**src/rtl/fetch_stage_pkg.sv**
```systemverilog
// Shared pipeline definitions for the fetch stage and the IF/ID boundary.
package fetch_stage_pkg;

    typedef enum logic [1:0] {
        S_REQ   = 2'd0,
        S_HOLD  = 2'd1,
        S_DRAIN = 2'd2
    } fetch_state_t;

    localparam logic [31:0] IF_NOP_WORD = 32'h0000_0000;
    localparam logic [31:0] IF_PC_STEP  = 32'd4;

    // IF/ID pipeline record, also consumed by the decode stage.
    typedef struct packed {
        logic        valid;
        logic [31:0] instr;
        logic [31:0] pc4;
    } ifid_t;

endpackage

```
**src/rtl/fetch_stage.sv**
```systemverilog
// Instruction fetch: drives the PC register, talks to a variable-latency
// instruction memory, and feeds IF/ID with a one-entry stall buffer.
module fetch_stage
    import fetch_stage_pkg::*;
#(
    parameter logic [31:0] RESET_VECTOR = 32'h0000_0000,
    parameter logic [31:0] NOP_WORD     = IF_NOP_WORD,
    parameter logic [31:0] PC_STEP      = IF_PC_STEP
) (
    input  logic        clock,
    input  logic        resetn,
    input  logic [31:0] pc,
    output logic        PCWrite,
    output logic [31:0] nextpc,
    input  logic        stall,
    input  logic        flush,
    input  logic [31:0] branch_target,
    output logic        imem_req,
    output logic [31:0] imem_addr,
    input  logic        imem_ack,
    input  logic [31:0] imem_rdata,
    output logic        ifid_valid,
    output logic [31:0] ifid_instr,
    output logic [31:0] ifid_pc4
);

    fetch_state_t state_reg, state_next;
    logic [31:0]  req_addr_reg, req_addr_next;
    ifid_t        ifid_reg, ifid_next;
    logic [31:0]  buf_instr_reg, buf_instr_next;
    logic [31:0]  buf_pc4_reg, buf_pc4_next;

    logic [31:0] pc_plus_step;
    logic [31:0] req_plus_step;

    assign pc_plus_step  = pc + PC_STEP;
    assign req_plus_step = req_addr_reg + PC_STEP;

    assign imem_req   = resetn && (state_reg != S_HOLD);
    assign imem_addr  = req_addr_reg;
    assign ifid_valid = ifid_reg.valid;
    assign ifid_instr = ifid_reg.instr;
    assign ifid_pc4   = ifid_reg.pc4;

    always_comb begin
        state_next     = state_reg;
        req_addr_next  = req_addr_reg;
        buf_instr_next = buf_instr_reg;
        buf_pc4_next   = buf_pc4_reg;
        PCWrite        = 1'b0;
        nextpc         = pc_plus_step;
        if (stall) begin
            ifid_next = ifid_reg;
        end else begin
            ifid_next = '{valid: 1'b0, instr: NOP_WORD, pc4: ifid_reg.pc4};
        end

        if (!resetn) begin
            PCWrite = 1'b1;
            nextpc  = RESET_VECTOR;
        end else if (flush) begin
            PCWrite   = 1'b1;
            nextpc    = branch_target;
            ifid_next = '{valid: 1'b0, instr: NOP_WORD, pc4: ifid_reg.pc4};
            // An access still in flight must finish at its old address before redirecting.
            case (state_reg)
                S_REQ: begin
                    if (imem_ack) begin
                        state_next    = S_REQ;
                        req_addr_next = branch_target;
                    end else begin
                        state_next = S_DRAIN;
                    end
                end
                S_HOLD: begin
                    state_next    = S_REQ;
                    req_addr_next = branch_target;
                end
                default: state_next = S_DRAIN;
            endcase
        end else begin
            case (state_reg)
                S_REQ: begin
                    if (imem_ack) begin
                        if (!stall) begin
                            ifid_next     = '{valid: 1'b1, instr: imem_rdata, pc4: req_plus_step};
                            PCWrite       = 1'b1;
                            req_addr_next = pc_plus_step;
                        end else begin
                            buf_instr_next = imem_rdata;
                            buf_pc4_next   = req_plus_step;
                            state_next     = S_HOLD;
                        end
                    end
                end
                S_HOLD: begin
                    if (!stall) begin
                        ifid_next     = '{valid: 1'b1, instr: buf_instr_reg, pc4: buf_pc4_reg};
                        PCWrite       = 1'b1;
                        req_addr_next = pc_plus_step;
                        state_next    = S_REQ;
                    end
                end
                S_DRAIN: begin
                    // pc already holds the last redirect target.
                    if (imem_ack) begin
                        req_addr_next = pc;
                        state_next    = S_REQ;
                    end
                end
                default: state_next = S_REQ;
            endcase
        end
    end

    always_ff @(posedge clock) begin
        if (!resetn) begin
            state_reg    <= S_REQ;
            req_addr_reg <= RESET_VECTOR;
            ifid_reg     <= '{valid: 1'b0, instr: NOP_WORD, pc4: 32'h0000_0000};
        end else begin
            state_reg    <= state_next;
            req_addr_reg <= req_addr_next;
            ifid_reg     <= ifid_next;
        end
    end

    always_ff @(posedge clock) begin
        buf_instr_reg <= buf_instr_next;
        buf_pc4_reg   <= buf_pc4_next;
    end

endmodule
```
**config.mk**
```make
export PLATFORM = sky130hd
export DESIGN_NAME = fetch_stage
export DESIGN_NICKNAME = d
export VERILOG_FILES = /design/src/rtl/fetch_stage_pkg.sv /design/src/rtl/fetch_stage.sv
export SDC_FILE = /design/constraint.sdc
export NUM_CORES = 1
export LEC_CHECK = 0
export BUFFER_PORTS_ARGS = -buffer_cell sky130_fd_sc_hd__buf_2
export CAP_MARGIN = 0
export CORE_MARGIN = 10
export CORE_UTILIZATION = 57
export DETAILED_ROUTE_END_ITERATION = 12
export HOLD_SLACK_MARGIN = 0.03
export PLACE_DENSITY = 0.85
export SYNTH_ARGS = -nofsm -noshare
export SYNTH_HDL_FRONTEND = slang
export SYNTH_SLANG_ARGS = --single-unit
```
**constraint.sdc**
```tcl
create_clock -name clock -period 17.09 [get_ports clock]
set_clock_uncertainty 0.15 [all_clocks]
set_input_delay 2.5635 -clock clock [delete_from_list [all_inputs] [get_ports clock]]
set_output_delay 2.5635 -clock clock [all_outputs]
set_load 0.02 [all_outputs]
```
Yosys cells after proc, flatten, opt, wreduce, memory -nomap -nowiden:

Index checks and enable logic that the tools add are counted.

* register bits after elaboration: 163
* memory bits (read-only): 0
* latch bits: 0
* output and inout port bits: 131
* input bits: 101
* memories kept: 0
* bits in writable memories: 0

* reductions and logical operators: 7
* shifts and indexed selects: 0
* divide/modulo/power cells: 0
* muxes and demuxes: 27
* bitwise logic cells: 2
* eq/ne operators: 9
* multiply operators: 0
* magnitude comparators: 0
* $add $sub $neg: 2

Operator list (number)
* $mux W65: 4
* $mux W32: 7
* $pmux W65 S2: 1
* $pmux W32 S3: 1
* $add A32 B3 Y32 const B: 2
* $pmux W32 S2: 1
* $mux W2: 6
* $ne A3 B3 Y1 const B: 4
* $reduce_and A4 Y1: 2
* $pmux W2 S3: 1
* $reduce_and A5 Y1: 1
* $mux W1: 4
* $pmux W2 S2: 1
* $ne A3 B1 Y1 const B: 1
* $reduce_bool A3 Y1: 1
* $eq A2 B1 Y1 const B: 1
* $eq A2 B2 Y1 const B: 1
* $logic_not A2 Y1: 1
* $ne A2 B1 Y1 const B: 1
* $ne A2 B2 Y1 const B: 1
* $not A1 Y1: 2
* $pmux W1 S2: 1
* $reduce_or A2 Y1: 1
* $logic_and A1 B1 Y1: 1

Logic depth before layout (Yosys ltp):

Gate-level depths: netlist of the first run.

* depth in word-level cells: 5
* gate-level depth with buffers: 8
* mapped depth without buffers: 6

Least setup slack after synthesis of the first run:

No wires, ideal clock.

* path type: input to register
* start: in flush
* end: reg buf_instr_reg[0], enable pin
* setup time: 0.565 ns
* stages on the path: 4
* slack: 8.913 ns
* arrival: 7.462 ns
* required time: 16.375 ns
* buffers on the path: 1
* path through: clkbuf_1 -> inv_1 -> nand2_1 -> nor3_1

* longest elaborated chain between the ends: 2

RTL lines
* start: declaration: line fetch_stage.sv:16 `input logic flush,`
* $not A1 Y1 (no line)
* $reduce_and A5 Y1 (no line)
* end signal: assignment: line fetch_stage.sv:129 `buf_instr_reg <= buf_instr_next;`
* end: declaration: line fetch_stage.sv:30 `logic [31:0] buf_instr_reg, buf_instr_next;`

No other way between the ends.
A chain may end at the register's enable or synchronous reset.

Worst setup path in the final report of the first run:

* start: in pc[2]
* end: out nextpc[22]

* longest elaborated chain between the ends: 3

RTL lines
* start: declaration: line fetch_stage.sv:12 `input logic [31:0] pc,`
* $add A32 B3 Y32: line fetch_stage.sv:36 `assign pc_plus_step = pc + PC_STEP;`
* $mux W32: line fetch_stage.sv:61 `end else if (flush) begin`
* $mux W32: line fetch_stage.sv:58 `if (!resetn) begin`
* end: declaration: line fetch_stage.sv:14 `output logic [31:0] nextpc,`

No other way between the ends.

==> results by group, run 1 <==
Power and ir drop
  • Clock Power Share: 38.8%
  • Switching share of power: 28.96%
  • Leak: 4.015 nW
  • Comb power frac: 15.2%
  • Max VDD drop: 0.06124 mV
  • NetSw: 275.4 uW
  • Pwr per Cell Area: a little under 100 nW/um^2
  • Internal Pwr Total: about 680 uW
  • Total power: 950.9 uW
  • Seq pwr share: 46.0%

Worst setup path
  • WP data required: 14.38 ns
  • Arrival time of the worst setup path: 4.86 ns
  • Crit-path max FO: 11
  • CP Class: in -> out
  • CP max stage delay: a little under 0.8 ns
  • Crit path launch type: primary input
  • Slowest stage cell, crit path: or4_1
  • Top cell by count, worst path: buf_2
  • Critical-path cell list: buf_2, ha_1, nand3_1, or4_1, nor4_1, o21ai_0, a21oi_1, buf_2
  • Setup crit end kind: output port

Place
  • GP Congestion: 0.9509
  • Dpl cells: ~1200
  • HPWL Detailed: 18.93 mm
  • Dpl cell area: slightly above 9000 sq um
  • Buffers added on ports: 231

Die
  • Ports: roughly 230
  • Die H: 139.4 um
  • Die area: ~19000 sq um
  • Die W: ~140 um
  • Cell Rows: 43
  • Core area: 13930 sq um
  • Initial core utilization: 58.36%

Synthesis
  • Post-synth EDFFs: 64
  • Sequential area share after synthesis: 48.01%
  • Top cell type's share of synthesized area: 24.37%
  • Syn Nets: 994
  • Synth warnings: 0
  • Avg Cell Area, Syn: 9.126 sq um
  • Post-synth top area cell: dfxtp_1
  • Top cells by count, synth: dfxtp_1 (99), nor2_1 (90), nand2_1 (80), clkbuf_1 (66), o21ai_0 (66)
  • FF+latch count, synth: 163
  • Largest cells by area after synthesis: dfxtp_1 (24%), edfxtp_1 (24%), nor2_1 (4.2%)
  • Post-synthesis cell count: 891
  • Share of flip-flops with an asynchronous set or reset: 0%
  • Most common cell in the netlist: dfxtp_1
  • Post-synth cell types: 57
  • Ys flop type: dfxtp_1
  • Cell area after synthesis: 8132 sq um

STA
  • RSZ-0062 raised after global routing: false
  • Tmin final: 7.575 ns
  • Final hold vios: 0
  • Fin crit share: 44.32%
  • Total Neg Setup Slack: 0 ns
  • Worst Tran Pin Value: approximately 1.0 ns
  • Max Clock Freq: ~130 MHz
  • # setup viols final: 0
  • Relative slew slack: between 30 and 40%
  • Slew Viols, Final: 0

Route
  • Routed len/inst: 20.77 um
  • Starting DRC count in detailed routing: 794
  • Total number of vias: around 7900
  • Post-Route WL: 26.33 mm
  • Routed Antenna Nets: 0
  • Drt first pass iters: 5
  • DRC violations left: 0
  • Vias per cell: 6.209

Cells and area
  • Multi-input logic area: 3889 sq um
  • Area grow syn2layout: 21.65%
  • Sequential cell area: 3904 sq um
  • Fill cell count: 1083
  • Final Util: 70.99%
  • Nets: between 1000 and 1500
  • Fin cells: 1268
  • Post-route cell area: a little under 10000 sq um
  • Layout cells sized above 1: 27.51%

Clock tree
  • Root buf cell: clkbuf_16
  • Post-CTS resize count: 0
  • H-Tree Depth: 4
  • CTS sink count: 163
  • CTS tree: done
  • Clock buffer count from CTS: 17
  • CTS max path bufs: 2
  • Clk slew on worst S/H paths: ~0.060 ns
  • # hold bufs at CTS: 0
  • Post-CTS setup buffers: 0
  • Clock latency on the worst-skew pair: about 0.42 ns

Flow run
  • # Max-Cap Violations: 0

Min path
  • Hold Path Class: reg -> reg

GRT
  • GRT overflow: 0
  • Wire length of the first global-routing pass: 40.97 mm
  • Gr usage total: 25.29%
  • Vias in the first global route: around 7600
  • Maximum number of pins on one net before global-route repair: 74
  • Initial antenna violation count: 1

Status
  • Status: complete, no violations
## cells in the final DEF (no fill, tap or decap), drive strengths merged, types with 15 or more instances in the layout
cell type  count
buf          244
dfxtp         99
nor2          90
nand2         80
o21ai         66
edfxtp        64
a21oi         60
nand3         38
xnor2         35
a222oi        32
nand4         28
nor3          22
inv           20
a221oi        19
xor2          18
clkbuf        18
nor4          15
## routing by layer
layer,global-route usage (%),part of all wire (%)
met1,33.45,42
met3,8.302,11
met5,0,0
met2,38.84,45
met4,6.700,1.9
## power by group through the flow
stage / combinational (mW) / clock (mW) / sequential [mW]
4_1_cts: 0.144 / 0.372 / 0.437
3_3_place_gp: 0.142 / 0 / 0.445
2_1_floorplan: 0.0754 / 0 / 0.455
5_1_grt: 0.156 / 0.388 / 0.439
6_report: 0.145 / 0.369 / 0.437
3_5_place_dp: 0.143 / 0 / 0.445
## worst max-delay path, delay by kind of cell
kind,cells,cell delay [ns]
AOI/OAI and AO/OA,2,0.32
adders and majority gates,1,0.21
buffers and inverters,2,0.33
and+or+nand+nor,3,1.43
## through the flow
stage	worst slack (ns)	hold WS [ns]
2_1_floorplan	8.913	0.3050
3_3_place_gp	9.609	0.3222
3_5_place_dp	9.547	0.3312
4_1_cts	9.552	0.3407
5_1_grt	9.244	0.3653
6_report	9.515	0.3304
## kinds of logic after synthesis
family | Yosys count | share of synthesized area [%]
buffers and inverters | 92 | 4.539
AND/OR/NAND/NOR | 332 | 20.36
AO/OA/AOI/OAI | 245 | 20.59
XOR/XNOR | 53 | 5.709
multiplexers | 4 | 0.4924
flip-flops | 163 | 48.01
adder cells (fa/ha/maj) | 2 | 0.3077
## worst paths after layout
kind / from / to / slack, ns / depth (start not counted)
worst max-delay path: pc[2] / nextpc[22] / 9.52 / 8
worst min-delay path: ifid_valid / ifid_valid / 0.33 / 2
worst max register to register: imem_addr[15] / buf_pc4_reg[23] / 14.55 / 4
worst min register to register: ifid_valid / ifid_valid / 0.33 / 2
## layout make-up
type / instances / share of cell area, %
Inverter: 12 / 0.4554
Multi-Input combinational cell: 636 / 39.31
Timing Repair Buffer: 244 / 12.67
Sequential cell: 163 / 39.46
Antenna cell: 1 / 0.02530
Clock inverter: 14 / 1.455
Clock buffer: 18 / 4.338
Tap cell: 180 / 2.277
No activity file was read; power rests on OpenSTA's default activity.
==> run 2: changes to the inputs <==
CORE_UTILIZATION = 47   (was 57)
PLACE_DENSITY = 0.75   (was 0.85)
clock period = 6.2 ns   (was 17.09 ns; I/O delays follow)
==> run 2 against run 1 <==
Clock power rose to 2.8 times the previous value. Count of clock-buffer cells in the layout up 3. Wire length up 0.56%. Sequential power rose to 2.7 times the previous value. Global-route usage down 3.1 points. Cell count up 3.3%. Hold slack worse by 0.013 ns. First-iteration DRC count down 21%. Sequential cell count unchanged. Non-clock buffer count down 2. Design area up 0.85%. Critical path depth unchanged. Critical path type unchanged. Highest routed layer unchanged.
==> results by group, run 2 (synthesis results as in run 1) <==
Status
  • Status: complete, no violations

Place
  • Pre-CTS setup slack: 1.950 ns (-7.597 ns)
  • GP Congestion: 0.9035 (-5.0%)
  • Buffers added on ports: 231 (unchanged)
  • HPWL Detailed: 19.20 mm (+1.4%)
  • Dpl cell area: 9370 sq um (+0.58%)
  • Dpl cells: 1278 (+3.5%)

Clock tree
  • Clock buffer count from CTS: 17 (unchanged)
  • CTS max path bufs: 2 (unchanged)
  • Root buf cell: clkbuf_16
  • # hold bufs at CTS: 0 (unchanged)
  • Post-CTS setup buffers: 0 (unchanged)
  • CTS sink count: 163 (unchanged)
  • Clock latency on the worst-skew pair: 0.42 ns (about the same)
  • Clk slew on worst S/H paths: 0.06 ns (about the same)
  • H-Tree Depth: 4 (unchanged)
  • CTS tree: done
  • Post-CTS resize count: 0 (unchanged)

Die
  • Die H: 151.5 um (+8.7%)
  • Initial core utilization: 47.51% (-11 points)
  • Die W: 151.5 um (+8.7%)
  • Cell Rows: 48 (+12%)
  • Ports: 232 (unchanged)
  • Die area: 22960 sq um (+18%)
  • Core area: 17120 sq um (+23%)

STA
  • # setup viols final: 0 (unchanged)
  • Relative slew slack: 33.21% (+0.70 points)
  • Final hold vios: 0 (unchanged)
  • Fin crit share: 69.55%
  • Slew Viols, Final: 0 (unchanged)
  • RSZ-0062 raised after global routing: false
  • Worst Tran Pin Value: 1.002 ns (-0.01044 ns)
  • Max Clock Freq: about 230 MHz
  • Final Worst Setup Slack: 1.888 ns (-7.627 ns)
  • Tmin final: 4.312 ns
  • Total Neg Setup Slack: 0 ns (unchanged)

Power and ir drop
  • Total power: 2.657 mW (+180%)
  • Pwr per Cell Area: 266.3 nW/um^2 (+180%)
  • Leak: 4.031 nW (+0.40%)
  • Max VDD drop: 0.1561 mV (+150%)

Cells and area
  • Fin cells: 1310 (+3.3%)
  • Layout cells sized above 1: 27.56% (+0.051 points)
  • Most frequent cells in the layout: buf_2 (231), dfxtp_1 (99), nor2_1 (90)
  • Most common cell after layout, fill and taps aside: buf_2
  • Post-route cell area: 9976 sq um (+0.85%)
  • Area grow syn2layout: 22.68%
  • Ant. Diodes: 0 (-1)
  • Nets: 1175 (-0.17%)

GRT
  • Gr usage total: 22.24% (-3.1 points)
  • GRT overflow: 0 (unchanged)
  • Vias in the first global route: 7311 (-3.7%)
  • Maximum number of pins on one net before global-route repair: 65 (-12%)
  • Wire length of the first global-routing pass: 40.54 mm (-1.0%)
  • Initial antenna violation count: 0 (-1)

Route
  • Routed Antenna Nets: 0 (unchanged)
  • DRC violations left: 0 (unchanged)
  • Drt first pass iters: 7 (+2)
  • Total number of vias: 7697 (-2.2%)
  • Vias per cell: 5.876 (-5.4%)
  • Starting DRC count in detailed routing: 630 (-21%)
  • Post-Route WL: 26.48 mm (+0.56%)
  • Routed len/inst: 20.21 um (-2.7%)

Worst setup path
  • Crit path launch type: primary input
  • Crit path to: nextpc[22]
  • Setup crit end kind: output port
  • Worst r2r src: imem_addr[7]
  • Reg2reg end: buf_pc4_reg[23]
  • Critical path launch point: pc[2]
  • Reg2Reg Depth: 4 (unchanged)
  • WP data required: 5.12 ns (-9.26 ns)
  • CP Class: in -> out
  • Crit-path max FO: 11 (unchanged)
  • Setup slack, reg-to-reg: 3.78 ns (-10.77 ns)
  • Arrival time of the worst setup path: 3.23 ns (-1.63 ns)

Min path
  • Hold Path Class: reg -> reg

Flow run
  • # Max-Cap Violations: 0 (unchanged)
==> run 2: cell types whose count changed in the layout (fill, tap and decap cells not counted), sizes merged <==
| cell | change |
|---|---|
| clkinvlp | -1 |
| clkbuf | +3 |
| inv | -2 |
| buf | -2 |
| diode | -1 |
==> run 2: cell type report <==
type	instances	area, sq um
fillers	1556	7141
flip-flops and latches	163	3904
multi-input cells	636	3901
repair buffers	242	1239
clock buffers	21	491.7
well taps	225	281.5
clock inverters	11	113.9
inverters	12	45.04
==> run 2: power breakdown <==
| group | switching [mW] | internal, mW | total (mW) |
|---|---|---|---|
| sequential | 0.0446 | 1.16 | 1.20 |
| clock | 0.436 | 0.618 | 1.05 |
| combinational | 0.262 | 0.136 | 0.398 |
==> run 2: metrics by stage <==
step | hold WS [ns] | utilization (%)
2_1_floorplan | 0.3050 | -
3_3_place_gp | 0.3006 | 54.74
3_5_place_dp | 0.3081 | 54.74
4_1_cts | 0.3176 | 58.28
5_1_grt | 0.3562 | 58.28
6_report | 0.3173 | 58.28
==> run 2: how the worst min path moves through the flow <==
| stage | endpoint | start | depth (start not counted) | slack [ns] |
|---|---|---|---|---|
| after CTS | ifid_valid | ifid_valid | 2 | 0.32 |
| after detailed placement | ifid_valid | ifid_valid | 2 | 0.31 |
| final | ifid_valid | ifid_valid | 2 | 0.32 |
| after floorplan | buf_pc4_reg[0] | imem_addr[0] | 0 | 0.31 |
| after global routing | ifid_pc4[4] | ifid_pc4[4] | 2 | 0.36 |
| after global placement | ifid_valid | ifid_valid | 2 | 0.30 |
==> run 2: layer usage <==
metal / routed length (um) / global-route usage (%) / share of wire (%) / vias to the layer above
li1: - / - / - / 3692
met1: 11520 / 29.79 / 44 / 3620
met2: 11740 / 33.92 / 44 / 352
met3: 2646 / 6.207 / 10 / 33
met4: 569 / 7.579 / 2.1 / 0
met5: 0 / 0 / 0 / -
==> run 2: worst max-delay path, cell delays in order <==
cell,delay (ns)
buf_2,0.14
ha_1,0.21
nand3_1,0.33
or4_1,0.77
nor4_1,0.35
o21ai_0,0.16
a21oi_1,0.16
buf_2,0.18
